### src/rtl/mips_ctrl_pkg.sv
// Shared encodings for the multi-cycle MIPS control unit.
// Covers opcodes, functs, REGIMM rt codes, ALU functions, FSM states and instruction classes.
package mips_ctrl_pkg;

    localparam logic [5:0] OP_RTYPE  = 6'h00;
    localparam logic [5:0] OP_REGIMM = 6'h01;
    localparam logic [5:0] OP_J      = 6'h02;
    localparam logic [5:0] OP_JAL    = 6'h03;
    localparam logic [5:0] OP_BEQ    = 6'h04;
    localparam logic [5:0] OP_BNE    = 6'h05;
    localparam logic [5:0] OP_BLEZ   = 6'h06;
    localparam logic [5:0] OP_BGTZ   = 6'h07;
    localparam logic [5:0] OP_ADDI   = 6'h08;
    localparam logic [5:0] OP_ADDIU  = 6'h09;
    localparam logic [5:0] OP_SLTI   = 6'h0A;
    localparam logic [5:0] OP_SLTIU  = 6'h0B;
    localparam logic [5:0] OP_ANDI   = 6'h0C;
    localparam logic [5:0] OP_ORI    = 6'h0D;
    localparam logic [5:0] OP_XORI   = 6'h0E;
    localparam logic [5:0] OP_LUI    = 6'h0F;
    localparam logic [5:0] OP_LB     = 6'h20;
    localparam logic [5:0] OP_LH     = 6'h21;
    localparam logic [5:0] OP_LW     = 6'h23;
    localparam logic [5:0] OP_LBU    = 6'h24;
    localparam logic [5:0] OP_LHU    = 6'h25;
    localparam logic [5:0] OP_SB     = 6'h28;
    localparam logic [5:0] OP_SH     = 6'h29;
    localparam logic [5:0] OP_SW     = 6'h2B;

    localparam logic [4:0] RT_BLTZ = 5'd0;
    localparam logic [4:0] RT_BGEZ = 5'd1;

    localparam logic [5:0] FN_SLL  = 6'h00;
    localparam logic [5:0] FN_SRL  = 6'h02;
    localparam logic [5:0] FN_SRA  = 6'h03;
    localparam logic [5:0] FN_SLLV = 6'h04;
    localparam logic [5:0] FN_SRLV = 6'h06;
    localparam logic [5:0] FN_SRAV = 6'h07;
    localparam logic [5:0] FN_JR   = 6'h08;
    localparam logic [5:0] FN_JALR = 6'h09;
    localparam logic [5:0] FN_ADD  = 6'h20;
    localparam logic [5:0] FN_ADDU = 6'h21;
    localparam logic [5:0] FN_SUB  = 6'h22;
    localparam logic [5:0] FN_SUBU = 6'h23;
    localparam logic [5:0] FN_AND  = 6'h24;
    localparam logic [5:0] FN_OR   = 6'h25;
    localparam logic [5:0] FN_XOR  = 6'h26;
    localparam logic [5:0] FN_NOR  = 6'h27;
    localparam logic [5:0] FN_SLT  = 6'h2A;
    localparam logic [5:0] FN_SLTU = 6'h2B;

    // ALU functions reuse the R-type funct codes; branches and jumps use the 0x38-0x3F range
    localparam logic [5:0] F_NONE = 6'h00;
    localparam logic [5:0] F_ADD  = 6'h20;
    localparam logic [5:0] F_ADDU = 6'h21;
    localparam logic [5:0] F_AND  = 6'h24;
    localparam logic [5:0] F_OR   = 6'h25;
    localparam logic [5:0] F_XOR  = 6'h26;
    localparam logic [5:0] F_SLT  = 6'h2A;
    localparam logic [5:0] F_SLTU = 6'h2B;
    localparam logic [5:0] FBLTZ  = 6'h38;
    localparam logic [5:0] FBGEZ  = 6'h39;
    localparam logic [5:0] FJ     = 6'h3B;
    localparam logic [5:0] FBEQ   = 6'h3C;
    localparam logic [5:0] FBNE   = 6'h3D;
    localparam logic [5:0] FBLEZ  = 6'h3E;
    localparam logic [5:0] FBGTZ  = 6'h3F;

    localparam logic [2:0] S_FETCH  = 3'd0;
    localparam logic [2:0] S_DECODE = 3'd1;
    localparam logic [2:0] S_EXEC   = 3'd2;
    localparam logic [2:0] S_MEM    = 3'd3;
    localparam logic [2:0] S_WB     = 3'd4;
    localparam logic [2:0] S_TRAP   = 3'd7;

    typedef enum logic [2:0] {
        ST_FETCH  = 3'd0,
        ST_DECODE = 3'd1,
        ST_EXEC   = 3'd2,
        ST_MEM    = 3'd3,
        ST_WB     = 3'd4,
        ST_TRAP   = 3'd7
    } state_e;

    typedef enum logic [2:0] {
        CL_ALU,
        CL_ALUI,
        CL_LOAD,
        CL_STORE,
        CL_BRANCH,
        CL_JUMP,
        CL_JUMP_LINK,
        CL_ILLEGAL
    } instr_class_e;

endpackage

### src/rtl/mc_decode.sv
// Combinational instruction classifier for the multi-cycle control FSM.
// Maps opcode/funct/rt to class, ALU function and datapath selects.
module mc_decode
    import mips_ctrl_pkg::*;
(
    input  logic [5:0]   opcode,
    input  logic [5:0]   funct,
    input  logic [4:0]   rt,
    output instr_class_e instr_class,
    output logic [5:0]   alu_function,
    output logic [1:0]   word_size,
    output logic         load_signed,
    output logic         is_signed,
    output logic         is_lui,
    output logic         is_jump_reg
);

    always_comb begin
        instr_class  = CL_ILLEGAL;
        alu_function = F_NONE;
        word_size    = 2'b11;
        load_signed  = 1'b0;
        is_signed    = 1'b1;
        is_lui       = 1'b0;
        is_jump_reg  = 1'b0;
        case (opcode)
            OP_RTYPE: begin
                case (funct)
                    FN_SLL, FN_SRL, FN_SRA, FN_SLLV, FN_SRLV, FN_SRAV,
                    FN_ADD, FN_ADDU, FN_SUB, FN_SUBU, FN_AND, FN_OR,
                    FN_XOR, FN_NOR, FN_SLT, FN_SLTU: begin
                        instr_class  = CL_ALU;
                        alu_function = funct;
                    end
                    FN_JR: begin
                        instr_class  = CL_JUMP;
                        alu_function = FJ;
                        is_jump_reg  = 1'b1;
                    end
                    FN_JALR: begin
                        instr_class  = CL_JUMP_LINK;
                        alu_function = FJ;
                        is_jump_reg  = 1'b1;
                    end
                    default: ;
                endcase
            end
            OP_REGIMM: begin
                if (rt == RT_BLTZ) begin
                    instr_class  = CL_BRANCH;
                    alu_function = FBLTZ;
                end else if (rt == RT_BGEZ) begin
                    instr_class  = CL_BRANCH;
                    alu_function = FBGEZ;
                end
            end
            OP_J:    begin instr_class = CL_JUMP;      alu_function = FJ;    end
            OP_JAL:  begin instr_class = CL_JUMP_LINK; alu_function = FJ;    end
            OP_BEQ:  begin instr_class = CL_BRANCH;    alu_function = FBEQ;  end
            OP_BNE:  begin instr_class = CL_BRANCH;    alu_function = FBNE;  end
            OP_BLEZ: begin instr_class = CL_BRANCH;    alu_function = FBLEZ; end
            OP_BGTZ: begin instr_class = CL_BRANCH;    alu_function = FBGTZ; end
            OP_ADDI:  begin instr_class = CL_ALUI; alu_function = F_ADD;  end
            OP_ADDIU: begin instr_class = CL_ALUI; alu_function = F_ADDU; end
            OP_SLTI:  begin instr_class = CL_ALUI; alu_function = F_SLT;  end
            OP_SLTIU: begin instr_class = CL_ALUI; alu_function = F_SLTU; end
            OP_ANDI: begin instr_class = CL_ALUI; alu_function = F_AND; is_signed = 1'b0; end
            OP_ORI:  begin instr_class = CL_ALUI; alu_function = F_OR;  is_signed = 1'b0; end
            OP_XORI: begin instr_class = CL_ALUI; alu_function = F_XOR; is_signed = 1'b0; end
            OP_LUI: begin
                instr_class  = CL_ALUI;
                alu_function = F_ADD;
                is_signed    = 1'b0;
                is_lui       = 1'b1;
            end
            // Only stores narrow word_size; signed loads are told apart by load_signed
            OP_LB, OP_LH: begin
                instr_class  = CL_LOAD;
                alu_function = F_ADD;
                load_signed  = 1'b1;
            end
            OP_LW, OP_LBU, OP_LHU: begin
                instr_class  = CL_LOAD;
                alu_function = F_ADD;
            end
            OP_SB: begin instr_class = CL_STORE; alu_function = F_ADD; word_size = 2'b00; end
            OP_SH: begin instr_class = CL_STORE; alu_function = F_ADD; word_size = 2'b01; end
            OP_SW: begin instr_class = CL_STORE; alu_function = F_ADD; end
            default: ;
        endcase
    end

endmodule

### src/rtl/multicycle_control.sv
// Multi-cycle MIPS control FSM: FETCH/DECODE/EXEC/MEM/WB with sticky TRAP and retire counter.
// Define MULTICYCLE_CONTROL_MEM_WAIT_EN to stretch FETCH and MEM until mem_ready.
module multicycle_control
    import mips_ctrl_pkg::*;
#(
    parameter int W     = 6,
    parameter int CNT_W = 32
) (
    input  logic             clk,
    input  logic             reset,
    input  logic [W-1:0]     opcode_in,
    input  logic [W-1:0]     funct_in,
    input  logic [4:0]       rt,
    input  logic             mem_ready,
    output logic             pc_write,
    output logic             pc_write_cond,
    output logic             ir_write,
    output logic             mem_read,
    output logic             mem_write,
    output logic             reg_write_enabled,
    output logic             uses_immediate_in_alu,
    output logic             is_r_type,
    output logic             is_link,
    output logic             is_jump_reg,
    output logic             is_lui,
    output logic             is_signed,
    output logic             load_signed,
    output logic [W-1:0]     alu_function,
    output logic [1:0]       word_size,
    output logic [2:0]       state,
    output logic             instr_retired,
    output logic [CNT_W-1:0] retired_count,
    output logic             illegal_instr
);

    logic [2:0]       state_q, state_d;
    logic [CNT_W-1:0] retired_count_q, retired_count_d;
    logic             mem_ok;

    instr_class_e dec_class;
    logic [5:0]   dec_alu_function;
    logic [1:0]   dec_word_size;
    logic         dec_load_signed, dec_is_signed, dec_is_lui, dec_is_jump_reg;

`ifdef MULTICYCLE_CONTROL_MEM_WAIT_EN
    assign mem_ok = mem_ready;
`else
    logic unused_mem_ready;
    assign mem_ok           = 1'b1;
    assign unused_mem_ready = mem_ready;
`endif

    mc_decode u_decode (
        .opcode       (opcode_in),
        .funct        (funct_in),
        .rt           (rt),
        .instr_class  (dec_class),
        .alu_function (dec_alu_function),
        .word_size    (dec_word_size),
        .load_signed  (dec_load_signed),
        .is_signed    (dec_is_signed),
        .is_lui       (dec_is_lui),
        .is_jump_reg  (dec_is_jump_reg)
    );

    always_comb begin
        state_d               = state_q;
        pc_write              = 1'b0;
        pc_write_cond         = 1'b0;
        ir_write              = 1'b0;
        mem_read              = 1'b0;
        mem_write             = 1'b0;
        reg_write_enabled     = 1'b0;
        uses_immediate_in_alu = 1'b0;
        is_r_type             = 1'b0;
        is_link               = 1'b0;
        is_jump_reg           = 1'b0;
        is_lui                = 1'b0;
        is_signed             = 1'b1;
        load_signed           = 1'b0;
        alu_function          = '0;
        word_size             = 2'b11;
        instr_retired         = 1'b0;

        // Selects follow the decoder for the whole life of the instruction after FETCH
        if (state_q == S_DECODE || state_q == S_EXEC || state_q == S_MEM || state_q == S_WB) begin
            alu_function          = dec_alu_function;
            word_size             = dec_word_size;
            load_signed           = dec_load_signed;
            is_signed             = dec_is_signed;
            is_lui                = dec_is_lui;
            is_jump_reg           = dec_is_jump_reg;
            is_r_type             = (dec_class == CL_ALU);
            is_link               = (dec_class == CL_JUMP_LINK);
            uses_immediate_in_alu = (dec_class == CL_ALUI) || (dec_class == CL_LOAD) ||
                                    (dec_class == CL_STORE);
        end

        case (state_q)
            S_FETCH: begin
                mem_read     = 1'b1;
                alu_function = F_ADD;
                ir_write     = mem_ok;
                pc_write     = mem_ok;
                if (mem_ok) state_d = S_DECODE;
            end
            S_DECODE: state_d = (dec_class == CL_ILLEGAL) ? S_TRAP : S_EXEC;
            S_EXEC: begin
                case (dec_class)
                    CL_ALU, CL_ALUI:     state_d = S_WB;
                    CL_LOAD, CL_STORE:   state_d = S_MEM;
                    CL_BRANCH: begin
                        pc_write_cond = 1'b1;
                        instr_retired = 1'b1;
                        state_d       = S_FETCH;
                    end
                    CL_JUMP: begin
                        pc_write      = 1'b1;
                        instr_retired = 1'b1;
                        state_d       = S_FETCH;
                    end
                    CL_JUMP_LINK: begin
                        pc_write = 1'b1;
                        state_d  = S_WB;
                    end
                    default:             state_d = S_TRAP;
                endcase
            end
            S_MEM: begin
                mem_read  = (dec_class == CL_LOAD);
                mem_write = (dec_class != CL_LOAD);
                if (mem_ok) begin
                    if (dec_class == CL_LOAD) begin
                        state_d = S_WB;
                    end else begin
                        instr_retired = 1'b1;
                        state_d       = S_FETCH;
                    end
                end
            end
            S_WB: begin
                reg_write_enabled = 1'b1;
                instr_retired     = 1'b1;
                state_d           = S_FETCH;
            end
            S_TRAP:  state_d = S_TRAP;
            default: state_d = S_FETCH;
        endcase

        // While reset is held the outputs show their reset values rather than the FETCH strobes
        if (reset) begin
            pc_write              = 1'b0;
            pc_write_cond         = 1'b0;
            ir_write              = 1'b0;
            mem_read              = 1'b0;
            mem_write             = 1'b0;
            reg_write_enabled     = 1'b0;
            uses_immediate_in_alu = 1'b0;
            is_r_type             = 1'b0;
            is_link               = 1'b0;
            is_jump_reg           = 1'b0;
            is_lui                = 1'b0;
            is_signed             = 1'b1;
            load_signed           = 1'b0;
            alu_function          = '0;
            word_size             = 2'b11;
            instr_retired         = 1'b0;
        end

        retired_count_d = retired_count_q + CNT_W'(instr_retired);
    end

    always_ff @(posedge clk) begin
        if (reset) begin
            state_q         <= S_FETCH;
            retired_count_q <= '0;
        end else begin
            state_q         <= state_d;
            retired_count_q <= retired_count_d;
        end
    end

    assign state         = state_q;
    assign retired_count = retired_count_q;
    assign illegal_instr = (state_q == S_TRAP) && !reset;

endmodule

### config.mk
export PLATFORM = sky130hd
export DESIGN_NAME = multicycle_control
export DESIGN_NICKNAME = d
export VERILOG_FILES = /design/src/rtl/mips_ctrl_pkg.sv /design/src/rtl/mc_decode.sv /design/src/rtl/multicycle_control.sv
export SDC_FILE = /design/constraint.sdc
export NUM_CORES = 1
export LEC_CHECK = 0
export ABC_AREA = 1
export BUFFER_PORTS_ARGS = -buffer_cell sky130_fd_sc_hd__buf_2
export CAP_MARGIN = 20
export CORE_MARGIN = 3
export CORE_UTILIZATION = 40
export DETAILED_ROUTE_END_ITERATION = 10
export PLACE_DENSITY = 0.68
export SYNTH_ARGS = -nofsm -noshare
export SYNTH_HDL_FRONTEND = slang
export SYNTH_SLANG_ARGS = --single-unit
export TNS_END_PERCENT = 5
### constraint.sdc
create_clock -name clk -period 2.31 [get_ports clk]
set_input_delay 0 -clock clk [delete_from_list [all_inputs] [get_ports clk]]
set_output_delay 0 -clock clk [all_outputs]
set_load 0.005 [all_outputs]
==> impl_metrics.yaml <==
status:
  status: "complete, no violations"
clocking:
  tritoncts: "built"
  cts_root_buf: "clkbuf_8"
  cts_buffer_depth: 2
  clkSinkCount: 35
  numCtsBuffers: 5
  htreeDepth: 2
  clk_pin_slew_worst_paths_ns: 0.08
  clock_latency_ns: 0.29
worst_setup_path:
  critPathCaptureType: "flop"
  r2r-end: "retired_count[26]"
  crit_end: "retired_count[26]"
  max_stage_delay_ns: 0.36
  crit_start: "state[0]"
  cp_cell_sequence: "nand2_1 -> nor2_2 -> nand2_2 -> a31oi_4 -> ha_4 -> ha_4 -> nand3_4 -> nor2_4 -> nand3_4 -> nor2_4 -> nand2_2 -> nor2_4 -> nand2_4 -> nor2_2 -> xor2_1 -> and2_1"
  crit_fanout: 4
  reg2reg_depth: 16
  critPathLaunchType: "flop"
  r2r_setup_slack_ns: 0.01
  cp_common_cell: "nor2_4"
  worstPathArrival_ns: 2.54
  crit_required_ns: 2.55
  path_class: "reg2reg"
  r2r-start: "state[0]"
  cpMaxStageDelayCell: "dfxtp_4"
logic_synthesis:
  synth_commonest_cells: "nand2_1 (75), nor2_1 (61), inv_1 (50)"
  synthFlopType: "dfxtp_1"
  yosysMostFrequentCell: "nand2_1"
  syn-num-nets: 414
  synth_area_leaders: "dfxtp_1 (28%), nand2_1 (11%), nor2_1 (9.2%), inv_1 (7.6%), nand3_1 (5.0%)"
  synth_top_area_frac: 0.283
  synth_edf_count: 0
  yosysTopAreaCell: "dfxtp_1"
  yosys_warnings: 0
  ys_seq_area_frac: 0.283
  synthArstFlopShare: 0
  netlist_area_um2: 2480
  synth_seq_cells: 35
  ys_types: 41
  avgSynthCellArea_um2: 6.32
  syn-instance-count: 392
detailed_routing:
  remaining_drc_errors: 0
  routed_via_density: 5.06
  antenna_left: 0
  wire_per_inst_um: 12.5
  drt_first_iter_violations: 242
  dr.pass1.iters: 5
  route.vias.total: 3115
  wl_um: 7680
floorplan:
  die_w_um: 84.7
  die_h_um: 84.7
  io_pins: 78
  core_region_area_um2: 5960
  die_area_um2: 7180
  rows: 28
  initial_core_util: 0.416
timing:
  fmax_ghz: 0.435
  setup_ws_ns: 0.0118
  finalSetupTns_ns: 0
  slew_violations: 0
  hold_slack_ns: 0.204
  finalSetupViolCount: 0
  rsz0062_at_grt: "yes"
  skew_ns: 0.0117
  tightestPinTransition_ns: 0.566
  period_minus_slack_ns: 2.30
  max_slew_margin: 0.622
  finalCritPeriodShare: 0.995
  hold_viol: 0
cells_and_area:
  drive_gt1_frac: 0.407
  diodes: 0
  syn2layout_area_growth_pct: 48.5
  n_fill_cell: 562
  finalNetCount: 562
  final_cells: 616
  stdcell_area_um2: 3680
global_route:
  grt_overflow_total: 0
  grt_pass1_wl_um: 12200
  grt_pass1_vias: 2746
  antenna_found_initial: 0
  track_usage: 0.204
  grt_max_degree: 28
placement:
  post-place-ws_ns: -0.374
  place.gp.congestion: 0.919
  dp_hpwl_um: 5940
  placed_area_um2: 3420
  port_buffers: 76
  dpl.cell_count: 601
power_and_ir_drop:
  p_leak_uw: 0.00175
  ir_worst_vdd_v: 0.000382
  powerDensity_nw_per_um2: 500
worst_hold_path:
  worstHoldStart: "reset"
  hp-class: "in2reg"
flow_run:
  maxCapViolations: 0
repair_timing:
item                                    4_1_cts  5_1_grt
endpoints found under the setup margin       15       22
setup buffers                                 5        2
hold buffers                                  0        0
pin swaps                                     6        5
resized for setup                            13       20
hold endpoints to repair                      0        0
placed cells by master (no fill, tap or decap), types with 4 or more instances in the layout:
cell type and instances:
inv_1 49, nor3_1 16, inv_2 8, nand3_2 7, dfxtp_1 32, buf_4 71, nor2_4 10, buf_2 76
nand2_1 72, a21oi_1 21, nor4_1 4, nor2_1 48, nand3_1 23, o21ai_0 13, nand4_1 11, nand2_2 6
nor2_2 17, a31oi_1 6, o21a_1 4, clkbuf_8 5
final cells by class:
type / instances / area [um^2] / share of cell area
Multi-Input combinational cell: 294 / 1670 / 0.453
Timing Repair Buffer: 147 / 913 / 0.248
Sequential cell: 35 / 707 / 0.192
Inverter: 57 / 214 / 0.0581
Tap cell: 75 / 93.8 / 0.0255
Clock buffer: 6 / 72.6 / 0.0197
Clock inverter: 2 / 12.5 / 0.00340
cells by family after synthesis:
| family | share of synthesized area |
|---|---|
| AO/OA/AOI/OAI | 0.135 |
| XOR/XNOR | 0.0141 |
| adder cells (fa/ha/maj) | 0.0101 |
| buffers and inverters | 0.0959 |
| flip-flops | 0.283 |
| AND/OR/NAND/NOR | 0.462 |
routing by layer:
layer / up-vias / GRT usage / wire length [um] / share of wire
li1: 1588 / - / - / -
met1: 1427 / 0.270 / 3540 / 0.46
met2: 94 / 0.349 / 3670 / 0.48
met3: 6 / 0.0383 / 424 / 0.055
met4: 0 / 0.0345 / 45 / 0.0059
met5: - / 0 / 0 / 0
worst min-delay path by stage:
stage	depth (start not counted)	to	slack, ns
finish	5	retired_count[0]	0.20
floorplan	1	is_signed	0.08
detailed placement	4	alu_function[0]	0.34
global route	5	retired_count[0]	0.23
CTS	5	retired_count[0]	0.21
global placement	4	alu_function[0]	0.34
report_power, final:
| part | switching (uW) | total, uW | internal (uW) |
|---|---|---|---|
| clock | 233 | 444 | 211 |
| sequential | 30.7 | 669 | 638 |
| combinational | 369 | 727 | 358 |
| total | 633 | 1840 | 1210 |
registers in the layout, summed over array words and instances, names as in the netlist:
signal,count
state,3
retired_count,32
through the flow:
stage	power, uW	util
finish	1840	0.618
global route	1940	0.618
CTS	1800	0.603
detailed placement	1290	0.574
global placement	1280	0.574
floorplan	968	-
critical path, delay by kind of cell, from the launching register on:
family | cells | cell delay [ns]
adders and majority gates | 2 | 0.33
and+or+nand+nor | 12 | 1.21
DFF | 1 | 0.36
AOI/OAI and AO/OA | 1 | 0.23
xor gates and xnor gates | 1 | 0.14
(Power assumes the default switching activity.)
